==> src/rtl/uart_rx_param.sv <==
// Oversampling UART receiver with runtime-selectable frame format, 3-sample majority
// voting per bit, start-glitch rejection and break detection.
module uart_rx_param #(
    parameter int DW_MAX  = 9,
    parameter int PRESC_W = 8
) (
    input  logic               CLK,
    input  logic               RST,
    input  logic               RX_IN,
    input  logic               PAR_EN,
    input  logic               PAR_TYP,
    input  logic               Stop_Two,
    input  logic [3:0]         Data_Len,
    input  logic [PRESC_W-1:0] Prescale,
    output logic [DW_MAX-1:0]  P_DATA,
    output logic               Data_Valid,
    output logic               Par_Err,
    output logic               Stp_Err,
    output logic               Strt_Glitch,
    output logic               Brk_Det,
    output logic               Busy
);

    typedef enum logic [2:0] {IDLE, START, DATA, PARITY, STOP1, STOP2, DONE} state_t;

    localparam logic [3:0] DL_MAX = 4'(DW_MAX);
    localparam logic [3:0] DL_MIN = 4'd5;

    state_t              state_q, state_d;
    logic [1:0]          sync_q, sync_d;
    logic                armed_q, armed_d;
    logic [PRESC_W-1:0]  edge_q, edge_d;
    logic [3:0]          bit_q, bit_d;
    logic                samp_a_q, samp_a_d, samp_b_q, samp_b_d;
    logic                pe_q, pe_d, pt_q, pt_d, two_q, two_d;
    logic [3:0]          dl_q, dl_d;
    logic [PRESC_W-1:0]  presc_q, presc_d;
    logic [DW_MAX-1:0]   data_q, data_d;
    logic                par_bad_q, par_bad_d, par_zero_q, par_zero_d;
    logic                stp1_bad_q, stp1_bad_d;
    logic [DW_MAX-1:0]   p_data_q, p_data_d;
    logic                dv_q, dv_d, par_err_q, par_err_d, stp_err_q, stp_err_d;
    logic                glitch_q, glitch_d, brk_q, brk_d;

    logic                rxs, vote, vote_now, bit_end;
    logic [PRESC_W-1:0]  half;
    logic                fin, fin_s1bad, fin_stpbad;

    assign rxs      = sync_q[1];
    assign half     = presc_q >> 1;
    assign vote_now = (edge_q == half + PRESC_W'(1));
    assign bit_end  = (edge_q == presc_q - PRESC_W'(1));
    assign vote     = (samp_a_q & samp_b_q) | (samp_a_q & rxs) | (samp_b_q & rxs);

    always_comb begin
        sync_d     = {sync_q[0], RX_IN};
        state_d    = state_q;
        armed_d    = armed_q;
        edge_d     = edge_q;
        bit_d      = bit_q;
        samp_a_d   = samp_a_q;
        samp_b_d   = samp_b_q;
        pe_d       = pe_q;
        pt_d       = pt_q;
        two_d      = two_q;
        dl_d       = dl_q;
        presc_d    = presc_q;
        data_d     = data_q;
        par_bad_d  = par_bad_q;
        par_zero_d = par_zero_q;
        stp1_bad_d = stp1_bad_q;
        p_data_d   = p_data_q;
        par_err_d  = par_err_q;
        stp_err_d  = stp_err_q;
        dv_d       = 1'b0;
        glitch_d   = 1'b0;
        brk_d      = 1'b0;
        fin        = 1'b0;
        fin_s1bad  = 1'b0;
        fin_stpbad = 1'b0;

        if (state_q inside {START, DATA, PARITY, STOP1, STOP2}) begin
            if (bit_end) begin
                edge_d = '0;
                bit_d  = bit_q + 4'd1;
            end else begin
                edge_d = edge_q + PRESC_W'(1);
            end
            if (edge_q == half - PRESC_W'(1)) samp_a_d = rxs;
            if (edge_q == half)               samp_b_d = rxs;
        end

        case (state_q)
            IDLE: begin
                if (rxs) armed_d = 1'b1;
                if (!rxs && armed_q) begin
                    state_d    = START;
                    edge_d     = '0;
                    bit_d      = '0;
                    data_d     = '0;
                    par_bad_d  = 1'b0;
                    par_zero_d = 1'b0;
                    stp1_bad_d = 1'b0;
                    pe_d       = PAR_EN;
                    pt_d       = PAR_TYP;
                    two_d      = Stop_Two;
                    if (Data_Len < DL_MIN)      dl_d = DL_MIN;
                    else if (Data_Len > DL_MAX) dl_d = DL_MAX;
                    else                        dl_d = Data_Len;
                    presc_d = (Prescale < PRESC_W'(4)) ? PRESC_W'(4) : Prescale;
                end
            end
            START: begin
                if (vote_now && vote) begin
                    state_d  = IDLE;
                    glitch_d = 1'b1;
                end else if (bit_end) begin
                    state_d = DATA;
                end
            end
            DATA: begin
                // bit_q counts the start bit as 0, so data bit n sits at bit_q = n+1
                if (vote_now) begin
                    for (int i = 0; i < DW_MAX; i++)
                        if (4'(i) == bit_q - 4'd1) data_d[i] = vote;
                end
                if (bit_end && bit_q == dl_q) state_d = pe_q ? PARITY : STOP1;
            end
            PARITY: begin
                if (vote_now) begin
                    par_bad_d  = ((^data_q) ^ pt_q) != vote;
                    par_zero_d = !vote;
                end
                if (bit_end) state_d = STOP1;
            end
            STOP1: begin
                if (vote_now) begin
                    stp1_bad_d = !vote;
                    if (!two_q) begin
                        fin        = 1'b1;
                        fin_s1bad  = !vote;
                        fin_stpbad = !vote;
                    end
                end
                if (two_q && bit_end) state_d = STOP2;
            end
            STOP2: begin
                if (vote_now) begin
                    fin        = 1'b1;
                    fin_s1bad  = stp1_bad_q;
                    fin_stpbad = stp1_bad_q | !vote;
                end
            end
            DONE:    state_d = IDLE;
            default: state_d = IDLE;
        endcase

        // Frame results are registered on the way into DONE so they are visible during it
        if (fin) begin
            state_d   = DONE;
            armed_d   = 1'b0;
            par_err_d = par_bad_q;
            stp_err_d = fin_stpbad;
            brk_d     = (data_q == '0) && (!pe_q || par_zero_q) && fin_s1bad;
            if (!par_bad_q && !fin_stpbad) begin
                dv_d     = 1'b1;
                p_data_d = data_q;
            end
        end
    end

    always_ff @(posedge CLK or negedge RST) begin
        if (!RST) begin
            state_q    <= IDLE;
            sync_q     <= 2'b11;
            armed_q    <= 1'b0;
            edge_q     <= '0;
            bit_q      <= '0;
            samp_a_q   <= 1'b0;
            samp_b_q   <= 1'b0;
            pe_q       <= 1'b0;
            pt_q       <= 1'b0;
            two_q      <= 1'b0;
            dl_q       <= DL_MIN;
            presc_q    <= PRESC_W'(4);
            data_q     <= '0;
            par_bad_q  <= 1'b0;
            par_zero_q <= 1'b0;
            stp1_bad_q <= 1'b0;
            p_data_q   <= '0;
            dv_q       <= 1'b0;
            par_err_q  <= 1'b0;
            stp_err_q  <= 1'b0;
            glitch_q   <= 1'b0;
            brk_q      <= 1'b0;
        end else begin
            state_q    <= state_d;
            sync_q     <= sync_d;
            armed_q    <= armed_d;
            edge_q     <= edge_d;
            bit_q      <= bit_d;
            samp_a_q   <= samp_a_d;
            samp_b_q   <= samp_b_d;
            pe_q       <= pe_d;
            pt_q       <= pt_d;
            two_q      <= two_d;
            dl_q       <= dl_d;
            presc_q    <= presc_d;
            data_q     <= data_d;
            par_bad_q  <= par_bad_d;
            par_zero_q <= par_zero_d;
            stp1_bad_q <= stp1_bad_d;
            p_data_q   <= p_data_d;
            dv_q       <= dv_d;
            par_err_q  <= par_err_d;
            stp_err_q  <= stp_err_d;
            glitch_q   <= glitch_d;
            brk_q      <= brk_d;
        end
    end

    assign P_DATA      = p_data_q;
    assign Data_Valid  = dv_q;
    assign Par_Err     = par_err_q;
    assign Stp_Err     = stp_err_q;
    assign Strt_Glitch = glitch_q;
    assign Brk_Det     = brk_q;
    assign Busy        = (state_q != IDLE);

endmodule

==> config.mk <==
export PLATFORM = sky130hd
export DESIGN_NAME = uart_rx_param
export DESIGN_NICKNAME = d
export VERILOG_FILES = /design/src/rtl/uart_rx_param.sv
export SDC_FILE = /design/constraint.sdc
export NUM_CORES = 1
export LEC_CHECK = 0
export ABC_AREA = 1
export CAP_MARGIN = 20
export CELL_PAD_IN_SITES_DETAIL_PLACEMENT = 1
export CELL_PAD_IN_SITES_GLOBAL_PLACEMENT = 1
export CORE_UTILIZATION = 46
export DETAILED_ROUTE_END_ITERATION = 10
export HOLD_SLACK_MARGIN = 0.05
export PLACE_DENSITY_LB_ADDON = 0.1
export SLEW_MARGIN = 15
export SYNTH_ARGS = -nofsm -noshare
export SYNTH_HDL_FRONTEND = slang
export SYNTH_SLANG_ARGS = --single-unit
==> constraint.sdc <==
create_clock -name CLK -period 5.2 [get_ports CLK]
set_clock_uncertainty 0.15 [all_clocks]
set_input_delay 1.04 -clock CLK [delete_from_list [all_inputs] [get_ports CLK]]
set_output_delay 1.04 -clock CLK [all_outputs]
set_load 0.01 [all_outputs]
==> results.tsv <==
metric	value	unit
fin cells	666	
sequential area share after synthesis	38.8	%
Final Routed Wirelength	10.4	mm
Mean Syn Cell Area	7.49	um^2
largest net degree at the start of global routing	62	
FILL cells	1075	
crit path launch type	flip-flop	
htree depth	3	
die height	94.7	um
global-route wire length before repair	17.5	mm
clock tree buffer depth	2	
peak supply drop	225	uV
Mapped Area	3960	um^2
GPL Wtd Cong	0.877	
Via-to-Cell Ratio	5.20	
Skew-Pair Late Insertion Delay	0.35	ns
minimum clock period	2.84	ns
FF+latch count, synth	61	
PD cells	535	nW/um^2
port bufs	32	
Syn Inst Count	528	
setup bufs post-CTS	0	
layout cell share with drive strength beyond 1	9.09	%
total track usage	25.8	%
drt drc	0	
Resize count post-CTS	0	
CTS tree	yes	
fin. max-slew vios	0	
post-route ant nets	0	
CP arrival	1.65	ns
slowest CP cell	clkdlybuf4s50_1	
Core ar.	8260	um^2
crit path capture type	primary output	
Antenna diodes	0	
Worst Hold Class	reg2reg	
Synth cell types	41	
Final TNS setup	0	ns
drt initial violations	105	
synth warn	0	
CP bufs+invs	1	
Leakage	2.21	nW
initial antenna violation count	0	
area delta synth->final	13.3	%
dpl cell area	4300	um^2
max-cap violations	0	
Finished Cell Area	4480	um^2
commonest non-fill, non-tap cell in the layout	nand2_1	
GRT overflow	0	
via count	3461	
RSZ-0062 raised after global routing	no	
Post-layout nets	586	
Placed Cells	650	
Hold Violations, Final	0	
CP delay by family, top	buffers and inverters	
WL per Instance	15.6	um
Net Count, Synth	558	
die area	8970	um^2
CTS Buf Count	9	
Worst Path Required	4.01	ns
clock-pin slew on the worst setup and hold paths	0.07	ns
Root Buffer	clkbuf_8	
Slew headroom	42.2	%
most frequent cells in the layout	157 x nand2_1, 70 x inv_1, 56 x dfrtp_1	
Row Count	33	
Highest Clock Rate	353	MHz
Tcrit/Tclk final	54.5	%
I/O pins	33	
CP Cell Sequence	nor2_1 > nand2_1 > clkdlybuf4s50_1	
vias in the first global route	3635	
kind of critical path	reg2out	
run status	complete, no violations	
setup violators final	0	
Pre-antenna DRT Iters	4	
Worst Tran Pin Value	0.867	ns
Initial Utilization	47.9	%
Post-DP HPWL	7.78	mm
cts-stage hold buffer count	0	
CP max FO	6	
Clock Sinks	61	
Die Wd	94.7	um
Crit path largest cell delay	0.51	ns
synth_stat cells, drive strengths merged:
| master | count | share of area, % |
|---|---|---|
| o21ai | 46 | 7.0 |
| nor2 | 47 | 4.7 |
| or2 | 3 | 0.47 |
| dfrtp | 56 | 35 |
| nor4b | 1 | 0.22 |
| o22ai | 1 | 0.16 |
| xnor2 | 18 | 4.0 |
| dfstp | 5 | 3.3 |
| buf | 12 | 2.5 |
| o21bai | 1 | 0.19 |
| clkbuf | 5 | 0.54 |
| nor4 | 3 | 0.47 |
| nand2 | 161 | 16 |
| o211ai | 1 | 0.19 |
| ha | 12 | 3.8 |
| inv | 73 | 6.9 |
| a21oi | 6 | 1.0 |
| a211oi | 2 | 0.38 |
| nand3 | 36 | 4.7 |
| nand4 | 8 | 1.3 |
| nor3 | 7 | 1.2 |
| and3 | 1 | 0.16 |
| clkinv | 1 | 0.095 |
| xor2 | 21 | 5.2 |
| a22oi | 1 | 0.19 |
state kept, by name (all words and copies together) (netlist names):
register     count
state_q          3
P_DATA           9
armed_q          1
samp_b_q         1
pt_q             1
sync_q           2
two_q            1
Stp_Err          1
bit_q            4
Brk_Det          1
stp1_bad_q       1
Strt_Glitch      1
presc_q          8
Data_Valid       1
Par_Err          1
par_bad_q        1
samp_a_q         1
dl_q             4
data_q           9
par_zero_q       1
edge_q           8
pe_q             1
worst reg2reg max path, stage by stage (launching register included):
cell	delay, ns
dfstp_2	0.59
inv_1	0.09
ha_1	0.31
xnor2_1	0.23
nand2_2	0.10
nor3_4	0.26
nand2_4	0.13
inv_2	0.08
nand2_1	0.17
or2_1	0.29
o21ai_0	0.09
inv_1	0.06
layout make-up:
class	instances	area [um^2]	area share (%)
Clock buffer	11	151	3.38
Clock inverter	5	33.8	0.754
Tap cell	105	131	2.93
Sequential cell	61	1530	34.2
Inverter	74	278	6.20
Timing Repair Buffer	34	330	7.37
Multi-Input combinational cell	376	2020	45.2
worst paths after layout:
path / to / depth (start not counted) / slack [ns] / start
max: Busy / 3 / 2.36 / state_q[0]
min in group asynchronous: samp_a_q / 2 / 0.72 / RST
min: sync_q[1] / 0 / 0.21 / sync_q[0]
min reg2reg: sync_q[1] / 0 / 0.21 / sync_q[0]
max in group asynchronous: P_DATA[8] / 2 / 3.66 / RST
max reg2reg: Par_Err / 11 / 2.56 / presc_q[2]
cell families (layout without fill, tap and decap cells):
| family | Yosys count | count (layout) | synth area share [%] |
|---|---|---|---|
| xor gates and xnor gates | 39 | 39 | 9.21 |
| buffers and inverters | 91 | 124 | 10.1 |
| adders and majority gates | 12 | 12 | 3.80 |
| and+or+nand+nor | 267 | 267 | 29.1 |
| DFF | 61 | 61 | 38.8 |
| AOI/OAI and AO/OA | 58 | 58 | 9.11 |
per-layer routing:
layer / wire [um] / track usage (%) / vias up
met5: 0 / 0 / -
met2: 5230 / 45.3 / 49
li1: - / - / 1701
met1: 4680 / 32.1 / 1701
met3: 367 / 4.27 / 10
met4: 124 / 7.95 / 0
where the power goes:
part | internal [mW] | leakage [nW] | total (mW) | switching [mW]
clock network | 0.199 | 0.0917 | 0.400 | 0.201
registers | 0.616 | 0.797 | 0.807 | 0.191
logic | 0.444 | 1.33 | 1.19 | 0.747
total | 1.26 | 2.21 | 2.40 | 1.14
stage by stage:
step | worst slack (ns) | hold slack [ns] | utilization, % | total power [mW]
global placement | 2.68 | 0.201 | 52.0 | 1.94
global route | 2.27 | 0.219 | 54.3 | 2.61
floorplan | 2.89 | 0.195 | - | 1.67
finish | 2.36 | 0.213 | 54.3 | 2.40
detailed placement | 2.59 | 0.204 | 52.0 | 2.00
CTS | 2.38 | 0.217 | 54.3 | 2.42
Note: power is estimated with default switching activity, not from simulation.
